[src/rtl/patbuf_pkg.sv]
// Shared types and constants for the pattern-buffer serial loader.
// Used by patbuf_loader and patbuf_clkdiv.
package patbuf_pkg;

   localparam int unsigned ADDR_W         = 3;
   localparam int unsigned DATA_W_DEFAULT = 8;
   localparam int unsigned DIV_CNT_W      = 8;

   typedef enum logic [2:0] {
      IDLE,
      SETUP,
      SHIFT_LO,
      SHIFT_HI,
      WAIT,
      HOLD
   } state_e;

endpackage

[src/rtl/patbuf_clkdiv.sv]
// Half-period tick generator for the pattern-buffer serial clock.
// Counts CLK_DIV system clocks per tick; the FSM restarts it on every state change.
module patbuf_clkdiv
   import patbuf_pkg::*;
#(
   parameter int unsigned CLK_DIV = 2
) (
   input  logic clk,
   input  logic rst,
   input  logic restart,
   output logic tick
);

   localparam logic [DIV_CNT_W-1:0] TERM = DIV_CNT_W'(CLK_DIV - 1);

   logic [DIV_CNT_W-1:0] cnt_q, cnt_d;

   always_comb begin
      tick  = (cnt_q == TERM);
      cnt_d = cnt_q + 1'b1;
      if (restart || tick) begin
         cnt_d = '0;
      end
   end

   always_ff @(posedge clk or posedge rst) begin
      if (rst) begin
         cnt_q <= '0;
      end else begin
         cnt_q <= cnt_d;
      end
   end

endmodule

[src/rtl/patbuf_loader.sv]
// Host-to-pattern-buffer serial loader: shifts bytes MSB first over sclk/sin/ssel.
// Optional readback of sout into rsp_data is enabled by defining PATBUF_LOADER_READBACK_EN.
module patbuf_loader
   import patbuf_pkg::*;
#(
   parameter int unsigned CLK_DIV = 2,
   parameter int unsigned DATA_W  = DATA_W_DEFAULT
) (
   input  logic              clk,
   input  logic              rst,
   input  logic              req_valid,
   output logic              req_ready,
   input  logic [ADDR_W-1:0] req_addr,
   input  logic [DATA_W-1:0] req_data,
   input  logic              req_last,
   input  logic              abort,
   output logic              sclk,
   output logic              sin,
   output logic              ssel,
   output logic [ADDR_W-1:0] saddr,
   input  logic              sout,
   output logic              rsp_valid,
   output logic [DATA_W-1:0] rsp_data,
   output logic              busy
);

   localparam int unsigned       BIT_W    = (DATA_W > 1) ? $clog2(DATA_W) : 1;
   localparam logic [BIT_W-1:0]  LAST_BIT = BIT_W'(DATA_W - 1);

   state_e              state_q, state_d;
   logic [DATA_W-1:0]   tx_q, tx_d;
   logic [BIT_W-1:0]    bit_q, bit_d;
   logic                last_q, last_d;
   logic [ADDR_W-1:0]   saddr_q, saddr_d;
   logic                ready_q, ready_d;
   logic                hs;
   logic                tick;
   logic                restart;
   logic                sample;
   logic                byte_done;

   patbuf_clkdiv #(
      .CLK_DIV (CLK_DIV)
   ) u_clkdiv (
      .clk     (clk),
      .rst     (rst),
      .restart (restart),
      .tick    (tick)
   );

   always_comb begin
      hs        = req_valid && ready_q;
      state_d   = state_q;
      tx_d      = tx_q;
      bit_d     = bit_q;
      last_d    = last_q;
      saddr_d   = saddr_q;
      sample    = 1'b0;
      byte_done = 1'b0;

      unique case (state_q)
         IDLE: begin
            if (hs) begin
               state_d = SETUP;
               tx_d    = req_data;
               last_d  = req_last;
               saddr_d = req_addr;
               bit_d   = '0;
            end
         end
         SETUP: begin
            if (abort) begin
               state_d = HOLD;
            end else if (tick) begin
               state_d = SHIFT_LO;
            end
         end
         SHIFT_LO: begin
            if (abort) begin
               state_d = HOLD;
            end else if (tick) begin
               state_d = SHIFT_HI;
               sample  = 1'b1;
            end
         end
         SHIFT_HI: begin
            if (abort) begin
               state_d = HOLD;
            end else if (tick) begin
               tx_d = tx_q << 1;
               if (bit_q == LAST_BIT) begin
                  byte_done = 1'b1;
                  state_d   = last_q ? HOLD : WAIT;
               end else begin
                  bit_d   = bit_q + 1'b1;
                  state_d = SHIFT_LO;
               end
            end
         end
         WAIT: begin
            // abort wins over a simultaneous handshake; the offered byte is dropped
            if (abort) begin
               state_d = HOLD;
            end else if (hs) begin
               state_d = SHIFT_LO;
               tx_d    = req_data;
               last_d  = req_last;
               bit_d   = '0;
            end
         end
         HOLD: begin
            if (tick) begin
               state_d = IDLE;
            end
         end
         default: begin
            state_d = IDLE;
         end
      endcase

      restart = (state_d != state_q);
      ready_d = (state_d == IDLE) || (state_d == WAIT);
   end

   always_ff @(posedge clk or posedge rst) begin
      if (rst) begin
         state_q <= IDLE;
         tx_q    <= '0;
         bit_q   <= '0;
         last_q  <= 1'b0;
         saddr_q <= '0;
         ready_q <= 1'b0;
      end else begin
         state_q <= state_d;
         tx_q    <= tx_d;
         bit_q   <= bit_d;
         last_q  <= last_d;
         saddr_q <= saddr_d;
         ready_q <= ready_d;
      end
   end

   // abort pulls sclk low combinationally in the cycle it is seen
   assign sclk      = (state_q == SHIFT_HI) && !abort;
   assign sin       = ((state_q == SHIFT_LO) || (state_q == SHIFT_HI)) ? tx_q[DATA_W-1] : 1'b0;
   assign ssel      = (state_q != IDLE);
   assign busy      = (state_q != IDLE);
   assign saddr     = saddr_q;
   assign req_ready = ready_q;

`ifdef PATBUF_LOADER_READBACK_EN
   logic [DATA_W-1:0] rx_q, rx_d;
   logic [DATA_W-1:0] rsp_data_q, rsp_data_d;
   logic              rsp_valid_q, rsp_valid_d;

   always_comb begin
      rx_d        = rx_q;
      rsp_data_d  = rsp_data_q;
      rsp_valid_d = 1'b0;
      if (sample) begin
         rx_d = {rx_q[DATA_W-2:0], sout};
      end
      if (byte_done) begin
         rsp_valid_d = 1'b1;
         rsp_data_d  = rx_q;
      end
   end

   always_ff @(posedge clk or posedge rst) begin
      if (rst) begin
         rx_q        <= '0;
         rsp_data_q  <= '0;
         rsp_valid_q <= 1'b0;
      end else begin
         rx_q        <= rx_d;
         rsp_data_q  <= rsp_data_d;
         rsp_valid_q <= rsp_valid_d;
      end
   end

   assign rsp_valid = rsp_valid_q;
   assign rsp_data  = rsp_data_q;
`else
   logic unused_rb;

   assign unused_rb = ^{sout, sample, byte_done};
   assign rsp_valid = 1'b0;
   assign rsp_data  = '0;
`endif

endmodule
[config.mk]
export PLATFORM = sky130hd
export DESIGN_NAME = patbuf_loader
export DESIGN_NICKNAME = d
export VERILOG_FILES = /design/src/rtl/patbuf_pkg.sv /design/src/rtl/patbuf_clkdiv.sv /design/src/rtl/patbuf_loader.sv
export SDC_FILE = /design/constraint.sdc
export NUM_CORES = 1
export LEC_CHECK = 0
export CAP_MARGIN = 0
export CORE_ASPECT_RATIO = 0.9
export CORE_MARGIN = 3
export CORE_UTILIZATION = 60
export DETAILED_ROUTE_END_ITERATION = 7
export DONT_BUFFER_PORTS = 1
export HOLD_SLACK_MARGIN = 0.08
export PLACE_DENSITY = 0.83
export REMOVE_ABC_BUFFERS = 1
export SYNTH_ARGS = -nofsm -noshare
export SYNTH_HDL_FRONTEND = slang
export SYNTH_HIERARCHICAL = 1
export SYNTH_SLANG_ARGS = --single-unit
[constraint.sdc]
create_clock -name clk -period 4 [get_ports clk]
set_input_delay 0.8 -clock clk [delete_from_list [all_inputs] [get_ports clk]]
set_output_delay 0.8 -clock clk [all_outputs]
set_load 0.05 [all_outputs]
# ---- Word-level counts from Yosys, hierarchy flattened
# Cells that the tools add are included.
dict set report op_classes {
  muxes 29
  reduce_logical 15
  eq_ne 13
  add_sub_neg 2
}
# op n
set op_table {}
lappend op_table {{$mux W3} 16}
lappend op_table {{$mux W8} 5}
lappend op_table {{$pmux W8 S3} 1}
lappend op_table {{$pmux W3 S6} 1}
lappend op_table {{$eq A3 B3 Y1 const B} 4}
lappend op_table {{$pmux W3 S3} 1}
lappend op_table {{$add A8 B1 Y8 const B} 1}
lappend op_table {{$eq A8 B1 Y1 const B} 1}
lappend op_table {{$ne A2 B2 Y1 const B} 4}
lappend op_table {{$eq A3 B2 Y1 const B} 2}
lappend op_table {{$logic_not A3 Y1} 2}
lappend op_table {{$reduce_bool A3 Y1} 2}
lappend op_table {{$reduce_and A5 Y1} 1}
lappend op_table {{$mux W1} 4}
lappend op_table {{$reduce_and A2 Y1} 2}
lappend op_table {{$reduce_and A4 Y1} 1}
lappend op_table {{$add A3 B1 Y3 const B} 1}
lappend op_table {{$eq A3 B1 Y1 const B} 1}
lappend op_table {{$logic_or A1 B1 Y1} 3}
lappend op_table {{$ne A3 B3 Y1} 1}
lappend op_table {{$logic_and A1 B1 Y1} 2}
lappend op_table {{$pmux W1 S2} 1}
lappend op_table {{$reduce_bool A2 Y1} 1}
lappend op_table {{$logic_not A1 Y1} 1}
dict set report word_totals {
  input_bits 17
  register_bits 27
  wordCells 66
  out_inout_bits 17
}

# ---- Depth between registers and ports, before layout
# Gate-level depths: netlist of run 1.
dict set report logic_depth {
  word_depth 8
  mapped_depth 12
  depth_no_buf 12
}

# ---- By module
# Netlist of run 1, hierarchy kept.
# mod area_per_inst_um2 cells_each instances seq_area_each_um2
set modules_own_cells {}
lappend modules_own_cells {patbuf_loader 1148.6 109 1 475.5}
lappend modules_own_cells {patbuf_clkdiv 411.6 40 1 200.2}

# ---- Worst setup path after synthesis of run 1
# OpenSTA, ideal clock, no wires.
dict set report synth_timing {
  kind {reg2reg}
  start {register u_clkdiv.cnt_q[1]}
  end {register u_clkdiv.cnt_q[5]}
  setup_time_ps 78
  path_stages_with_launch 12
  path_slack_ps 1119
  arrival_time_ps 2803
  path_cell_list {dfrtp_1 inv_1 ha_1 or4b_4 nor4_1 o22ai_1 a221oi_2 xnor2_1 or3_1 inv_1 o41ai_4 a21oi_1}
}
dict set report synth_via {
  elab_chain_len 7
}
# item line
set synth_rtl {}
lappend synth_rtl {{start: declaration} patbuf_clkdiv.sv:16} ;# logic [DIV_CNT_W-1:0] cnt_q, cnt_d;
lappend synth_rtl {{start signal: assignment} patbuf_clkdiv.sv:30} ;# cnt_q <= cnt_d;
lappend synth_rtl {{$eq A8 B1 Y1 (*)} patbuf_clkdiv.sv:19} ;# tick = (cnt_q == TERM);
lappend synth_rtl {{via tick} patbuf_loader.sv:37} ;# logic tick;
lappend synth_rtl {{$mux W3, on equally long branches} {patbuf_loader.sv:89, patbuf_loader.sv:74, patbuf_loader.sv:81}}
lappend synth_rtl {{$mux W3, on equally long branches} {patbuf_loader.sv:87, patbuf_loader.sv:72, patbuf_loader.sv:79}}
lappend synth_rtl {{$pmux W3 S6 (*)} patbuf_loader.sv:61} ;# unique case (state_q)
lappend synth_rtl {{$ne A3 B3 Y1 (*)} patbuf_loader.sv:121} ;# restart = (state_d != state_q);
lappend synth_rtl {{via restart} patbuf_loader.sv:38} ;# logic restart;
lappend synth_rtl {{$logic_or A1 B1 Y1 (*)} patbuf_clkdiv.sv:21} ;# if (restart || tick) begin
lappend synth_rtl {{$mux W8 (*)} patbuf_clkdiv.sv:21}
lappend synth_rtl {{via u_clkdiv.cnt_d[5]} patbuf_clkdiv.sv:16}
# Mark *: on every way through the listed nets, which the timed path passes. The rest lies on a longest branch.
# A chain may end at the register's enable or synchronous reset.

# ---- Worst setup path in the final report of run 1
dict set report layout_timing {
  start {register state_q[2]}
  end {output sclk}
}
dict set report layout_via {
  elab_chain_len 2
}
# item line
set layout_rtl {}
lappend layout_rtl {{start: declaration} patbuf_loader.sv:30} ;# state_e state_q, state_d;
lappend layout_rtl {{start signal: assignment} patbuf_loader.sv:134} ;# state_q <= state_d;
lappend layout_rtl {{$eq A3 B2 Y1} patbuf_loader.sv:144} ;# assign sclk = (state_q == SHIFT_HI) && !abort;
lappend layout_rtl {{$logic_and A1 B1 Y1} patbuf_loader.sv:144}
lappend layout_rtl {{end: declaration} patbuf_loader.sv:17} ;# output logic sclk,
# Every way passes these cells.

==> results of run 1 <==
through the flow:
stage                     hold slack [ps]  cell area [sq um]
after floorplan                       442               1470
after global placement                455               1510
after detailed placement              470               1510
after CTS                             255               1540
after global routing                  257               1540
final                                 260               1540
flip-flops by register name, summed over array words and instances, names as in the netlist:
register,count
req_ready,1
bit_q,3
state_q,3
saddr,3
tx_q,8
last_q,1
u_clkdiv/cnt_q,8
cell families (layout without fill, tap and decap cells):
kind of cell	count (synthesis)	count (layout)	share of synthesized area, %
fa+ha+maj	5	5	4.01
buf+inv	22	12	9.46
compound gates	31	31	16.0
mux	12	12	8.10
xor+xnor	5	5	2.81
flops	27	27	43.3
simple gates	46	46	16.1
other cells	1	9	0.240
routing by layer:
layer / global-route usage, % / part of all wire (%) / vias up
met3: 6.13 / 6.9 / 5
met2: 31.3 / 47 / 31
met1: 22.2 / 45 / 504
met5: 0 / 0 / -
li1: - / - / 495
met4: 5.90 / 1.1 / 0
cell usage in the layout (no fill, tap or decap), types with 2 or more instances in the layout:
cell      count
xnor2_1       3
conb_1        9
or3_1         4
inv_1         7
nor2_1        9
a21oi_2       2
mux2i_1       7
nand3_1       6
clkbuf_4      3
a22o_1        2
mux2_2        5
nand2_1      14
xor2_1        2
or2_2         2
a21oi_1       5
dfrtp_1      27
ha_1          5
o21ai_0      12
area by class of cell:
| cell class | count | area, sq um |
|---|---|---|
| fillers | 193 | 781 |
| multi-input cells | 108 | 767 |
| flip-flops and latches | 27 | 676 |
| well taps | 27 | 33.8 |
| inverters | 7 | 26.3 |
| clock buffers | 3 | 22.5 |
| clock inverters | 1 | 8.76 |
| repair buffers | 1 | 7.51 |
path summary, 6_finish.rpt:
path / to / slack, ps / cells past startpoint
max: sclk / 1090 / 3
min: u_clkdiv/cnt_q[7]$_DFF_PP0_ / 260 / 1
max reg2reg: u_clkdiv/cnt_q[4]$_DFF_PP0_ / 1170 / 12
min reg2reg: tx_q[6]$_DFFE_PP0P_ / 500 / 2
max in group asynchronous: req_ready$_DFF_PP0_ / 3120 / 1
min in group clk: tx_q[6]$_DFFE_PP0P_ / 500 / 2
cells in the mapped netlist, drive strengths merged (2+ instances only):
cell type / number / area share, %
a21oi: 7 / 2.7
a22o: 2 / 1.1
buf: 15 / 7.8
dfrtp: 27 / 43
ha: 5 / 4.0
inv: 7 / 1.7
mux2: 5 / 3.6
mux2i: 7 / 4.5
nand2: 15 / 3.8
nand3: 6 / 1.9
nor2: 10 / 2.6
o21ai: 14 / 4.7
or2: 2 / 0.80
or3: 4 / 1.6
xnor2: 3 / 1.7
xor2: 2 / 1.1
power by group:
| group | internal [mW] | total [mW] | switching, mW |
|---|---|---|---|
| registers | 0.353 | 0.504 | 0.151 |
| logic | 0.178 | 0.417 | 0.239 |
| clock network | 0.0410 | 0.129 | 0.0875 |
| total | 0.572 | 1.05 | 0.478 |
==> run summary, run 1 <==
Drt wl/cell: 15.0 um
Initial Util: 67.2%
Tcrit/Tclk final: 72.9%
Clk slew on worst S/H paths: 150 ps
RSZ-0062 raised after global routing: no
Core area: 0.00232 sq mm
Avg Synthesized Cell Area: 10.5 sq um
Outcome: finished clean
Crit path buf inv count: 0
Layout cell share with drive strength beyond 1: 16.3%
Final setup skew: 8.87 ps
Yosys reg bits: 27
Slew HR: 39.8%
DR iter-0 viols: 21
Crit Path Max Fanout: 10
Antenna violations before repair: 0
Hold Path Class: primary input to asynchronous set/reset pin
Worst VDD drop: 0.563 mV
Pre-CTS WS: 1190 ps
Pleak: 0.748 nW
Num rows: 16
Final GP Congestion: 0.776
Post-synthesis sequential area ratio: 43.3%
CTS Buf Count: 3
Routed wire length: 2610 um
Non-Filler Instances: 174
IO buf count: 0
Post-Place Cells: 170
Post-CTS Resized: 0
Number of synthesized flops with an enable pin: 0
Share of synthesized registers carrying an async set or reset: 100%
RR Startpoint: u_clkdiv/cnt_q[1]$_DFF_PP0_
Worst EP required: 3200 ps
Crit-path slowest cell: nor2_1
Mapped Cells: 149
Area Growth Syn to Fin: -1.20%
Grt ovf: 0
Total power: 1.05 mW
Vias per cell: 5.95
Die ar.: 0.00325 sq mm
Worst Setup Path Type: flip-flop to primary output
Nets: 170
Routed Antenna Nets: 0
Critical path origin: state_q[2]$_DFF_PP0_
Worst setup EP type: primary output
Hpwl dp: 2030 um
First-pass GRT wire length: 4440 um
Die Span Y: 54.4 um
Vias: 1035
TritonCTS sink count: 27
Critical Path Max Stage Delay: 740 ps
Final Max Slew Viols: 0
CP Launch Type: flip-flop
Min cycle time layout: 2910 ps
Setup TNS: 0 ps
Max-cap violations: 0
Pwr per Cell Area: 681 mW/mm^2
Post-CTS Setup Bufs: 0
CTS root buffer: clkbuf_4
Clk buf depth: 2
Final setup vio count: 0
Ys Warns: 6
Io pins: 34
Drt pass-1 iters: 4
Vias in the first global route: 1056
Crit-path cells: and2b_1 > nand2_2 > nor2_1
Total Routing Usage GR: 18.4%
CP delay by family, top: simple AND/OR/NAND/NOR gates
CTS Hold Bufs: 0
Clock Latency Late Sink: 340 ps
Core Util, Final: 66.4%
Pin count of the biggest net entering global routing: 20
Ys flop type: dfrtp_1
Worst-Margin Slew: 900 ps
# H-tree levels: 1
Arrival time worst endpoint: 2110 ps
Mapped cell area: 0.00156 sq mm
DRC: 0
Ant diodes: 0
Distinct cells, synth: 41
CTS tree: yes
Worst setup margin: 1090 ps
Fmax: 343 MHz
Final Hold Vio Count: 0
Die X: 59.8 um
(Power assumes the default switching activity.)
==> inputs of run 2 (changes only) <==
==> constraint.sdc (replaced) <==
create_clock -name clk -period 2.9 [get_ports clk]
set_input_delay 0.58 -clock clk [delete_from_list [all_inputs] [get_ports clk]]
set_output_delay 0.58 -clock clk [all_outputs]
set_load 0.05 [all_outputs]
==> run 2 against run 1 <==
Non-clock buffer count up 5; largest power group unchanged; setup slack worse by 970 ps; largest cell class unchanged; first-iteration DRC count up 14%; die area unchanged; via count up 1.6%.
==> run summary, run 2 (synthesis results as in run 1) <==
Tcrit/Tclk final: 96.0%
Worst EP required: 3180 ps
Nets: 175
Top Registers: tx_q (8), u_clkdiv/cnt_q (8)
Clock Latency Late Sink: 340 ps
Final Max Slew Viols: 0
Final Hold Vio Count: 0
Worst Setup Path Type: flip-flop to flip-flop
Drt wl/cell: 16.5 um
Die ar.: 0.00325 sq mm
Clk slew on worst S/H paths: 160 ps
Total Routing Usage GR: 19.6%
Clk buf depth: 2
Most used cell, CP: inv_1
Max-cap violations: 0
RR Startpoint: u_clkdiv/cnt_q[1]$_DFF_PP0_
RR Endpoint: u_clkdiv/cnt_q[5]$_DFF_PP0_
IO buf count: 0
CTS tree: yes
Flop2flop setup slack: 110 ps
Core area: 0.00232 sq mm
Slew HR: 52.1%
Layout cell share with drive strength beyond 1: 20.4%
Drt pass-1 iters: 4
# H-tree levels: 1
Fmax: 359 MHz
Crit-path cells: inv_1 > ha_1 > or4b_4 > nor4_4 > buf_4 > o22ai_1 > a221oi_2 > xnor2_1 > or3_4 > inv_1 > o41ai_4 > a21oi_1
Io pins: 34
Final setup skew: 5.34 ps
Worst VDD drop: 0.854 mV
Fillers: 179
Crit-path slowest cell: or4b_4
Crit Path Max Fanout: 6
Cell depth of the worst flop-to-flop path: 12
Most frequent cells in the layout: dfrtp_1 (26), nand2_1 (14), o21ai_0 (12)
CP Launch Type: flip-flop
Routed Antenna Nets: 0
First-pass GRT wire length: 4680 um
Total power: 1.52 mW
Min cycle time layout: 2790 ps
Die Span Y: 54.4 um
DRC: 0
Hold Path Class: primary input to asynchronous set/reset pin
Worst setup EP type: flip-flop
Leading cell type in the layout, fill and taps excluded: dfrtp_1
Ant diodes: 0
Pwr per Cell Area: 946 mW/mm^2
Routed wire length: 2950 um
Hold slack: 209 ps
CTS Buf Count: 3
Arrival time worst endpoint: 3070 ps
Pin count of the biggest net entering global routing: 20
Hpwl dp: 2140 um
Critical Path Max Stage Delay: 510 ps
Initial Util: 67.2%
Antenna violations before repair: 0
Vias in the first global route: 1040
CTS root buffer: clkbuf_4
Num rows: 16
Worst-Margin Slew: 717 ps
Final GP Congestion: 0.774
Grt ovf: 0
TritonCTS sink count: 27
Vias: 1052
DR iter-0 viols: 24
Area Growth Syn to Fin: 2.73%
Die X: 59.8 um
Final setup vio count: 0
Outcome: finished clean
Pleak: 0.774 nW
Vias per cell: 5.88
-- run 2: final cells by class --
cell class                      count  area (sq um)  area share, %
Timing Repair Buffer                6          47.5           2.97
Tap cell                           27          33.8           2.11
Multi-Input combinational cell    108           787           49.1
Sequential cell                    27           677           42.2
Clock buffer                        3          22.5           1.41
Clock inverter                      1          8.76          0.546
Inverter                            7          26.3           1.64
-- run 2: worst max-delay path, delay by kind of cell (launching register included) --
family	cells	cell delay, ps
adder cells (fa/ha/maj)	1	140
flip-flops	1	420
XOR/XNOR	1	120
AO/OA/AOI/OAI	4	650
buffers and inverters	3	350
AND/OR/NAND/NOR	3	1050
-- run 2: timing repair --
action	in CTS	in global routing
setup endpoints to repair	0	6
hold buffers	1	0
buffers inserted	0	2
hold endpoints to repair	8	0
gates resized for setup	0	4
-- run 2: worst max-delay path by stage --
stage / from / endpoint / slack [ps]
floorplan: u_clkdiv/cnt_q[1]$_DFF_PP0_ / u_clkdiv/cnt_q[5]$_DFF_PP0_ / 20
finish: u_clkdiv/cnt_q[1]$_DFF_PP0_ / u_clkdiv/cnt_q[5]$_DFF_PP0_ / 110
global placement: u_clkdiv/cnt_q[1]$_DFF_PP0_ / u_clkdiv/cnt_q[7]$_DFF_PP0_ / 130
global route: u_clkdiv/cnt_q[1]$_DFF_PP0_ / u_clkdiv/cnt_q[7]$_DFF_PP0_ / -60
detailed placement: u_clkdiv/cnt_q[1]$_DFF_PP0_ / u_clkdiv/cnt_q[7]$_DFF_PP0_ / 60
CTS: u_clkdiv/cnt_q[1]$_DFF_PP0_ / u_clkdiv/cnt_q[5]$_DFF_PP0_ / 10
-- run 2: stage by stage --
step / instances / worst slack (ps) / cell area [sq um] / utilization [%] / setup TNS (ps)
after floorplan: 142 / 19.4 / 1470 / - / 0
after global placement: 172 / 131 / 1530 / 65.7 / 0
after detailed placement: 172 / 64.9 / 1530 / 65.7 / 0
after CTS: 177 / 12.6 / 1570 / 67.5 / 0
after global routing: 179 / -56.9 / 1600 / 69.0 / -237
final: 179 / 115 / 1600 / 69.0 / 0
-- run 2: per-layer routing --
metal  up-vias  share of wire (%)  global-route usage (%)
li1        506                  -                       -
met2        44                 50                    32.6
met3         5                7.2                    7.55
met4         0               0.91                    6.27
met5         -                  0                       0
met1       497                 42                    23.7
-- run 2: where the power goes --
group / leakage, nW / switching [mW] / internal [mW]
Sequential: 0.351 / 0.208 / 0.488
Clock: 0.0183 / 0.127 / 0.0566
Combinational: 0.406 / 0.352 / 0.285
Total: 0.774 / 0.687 / 0.830
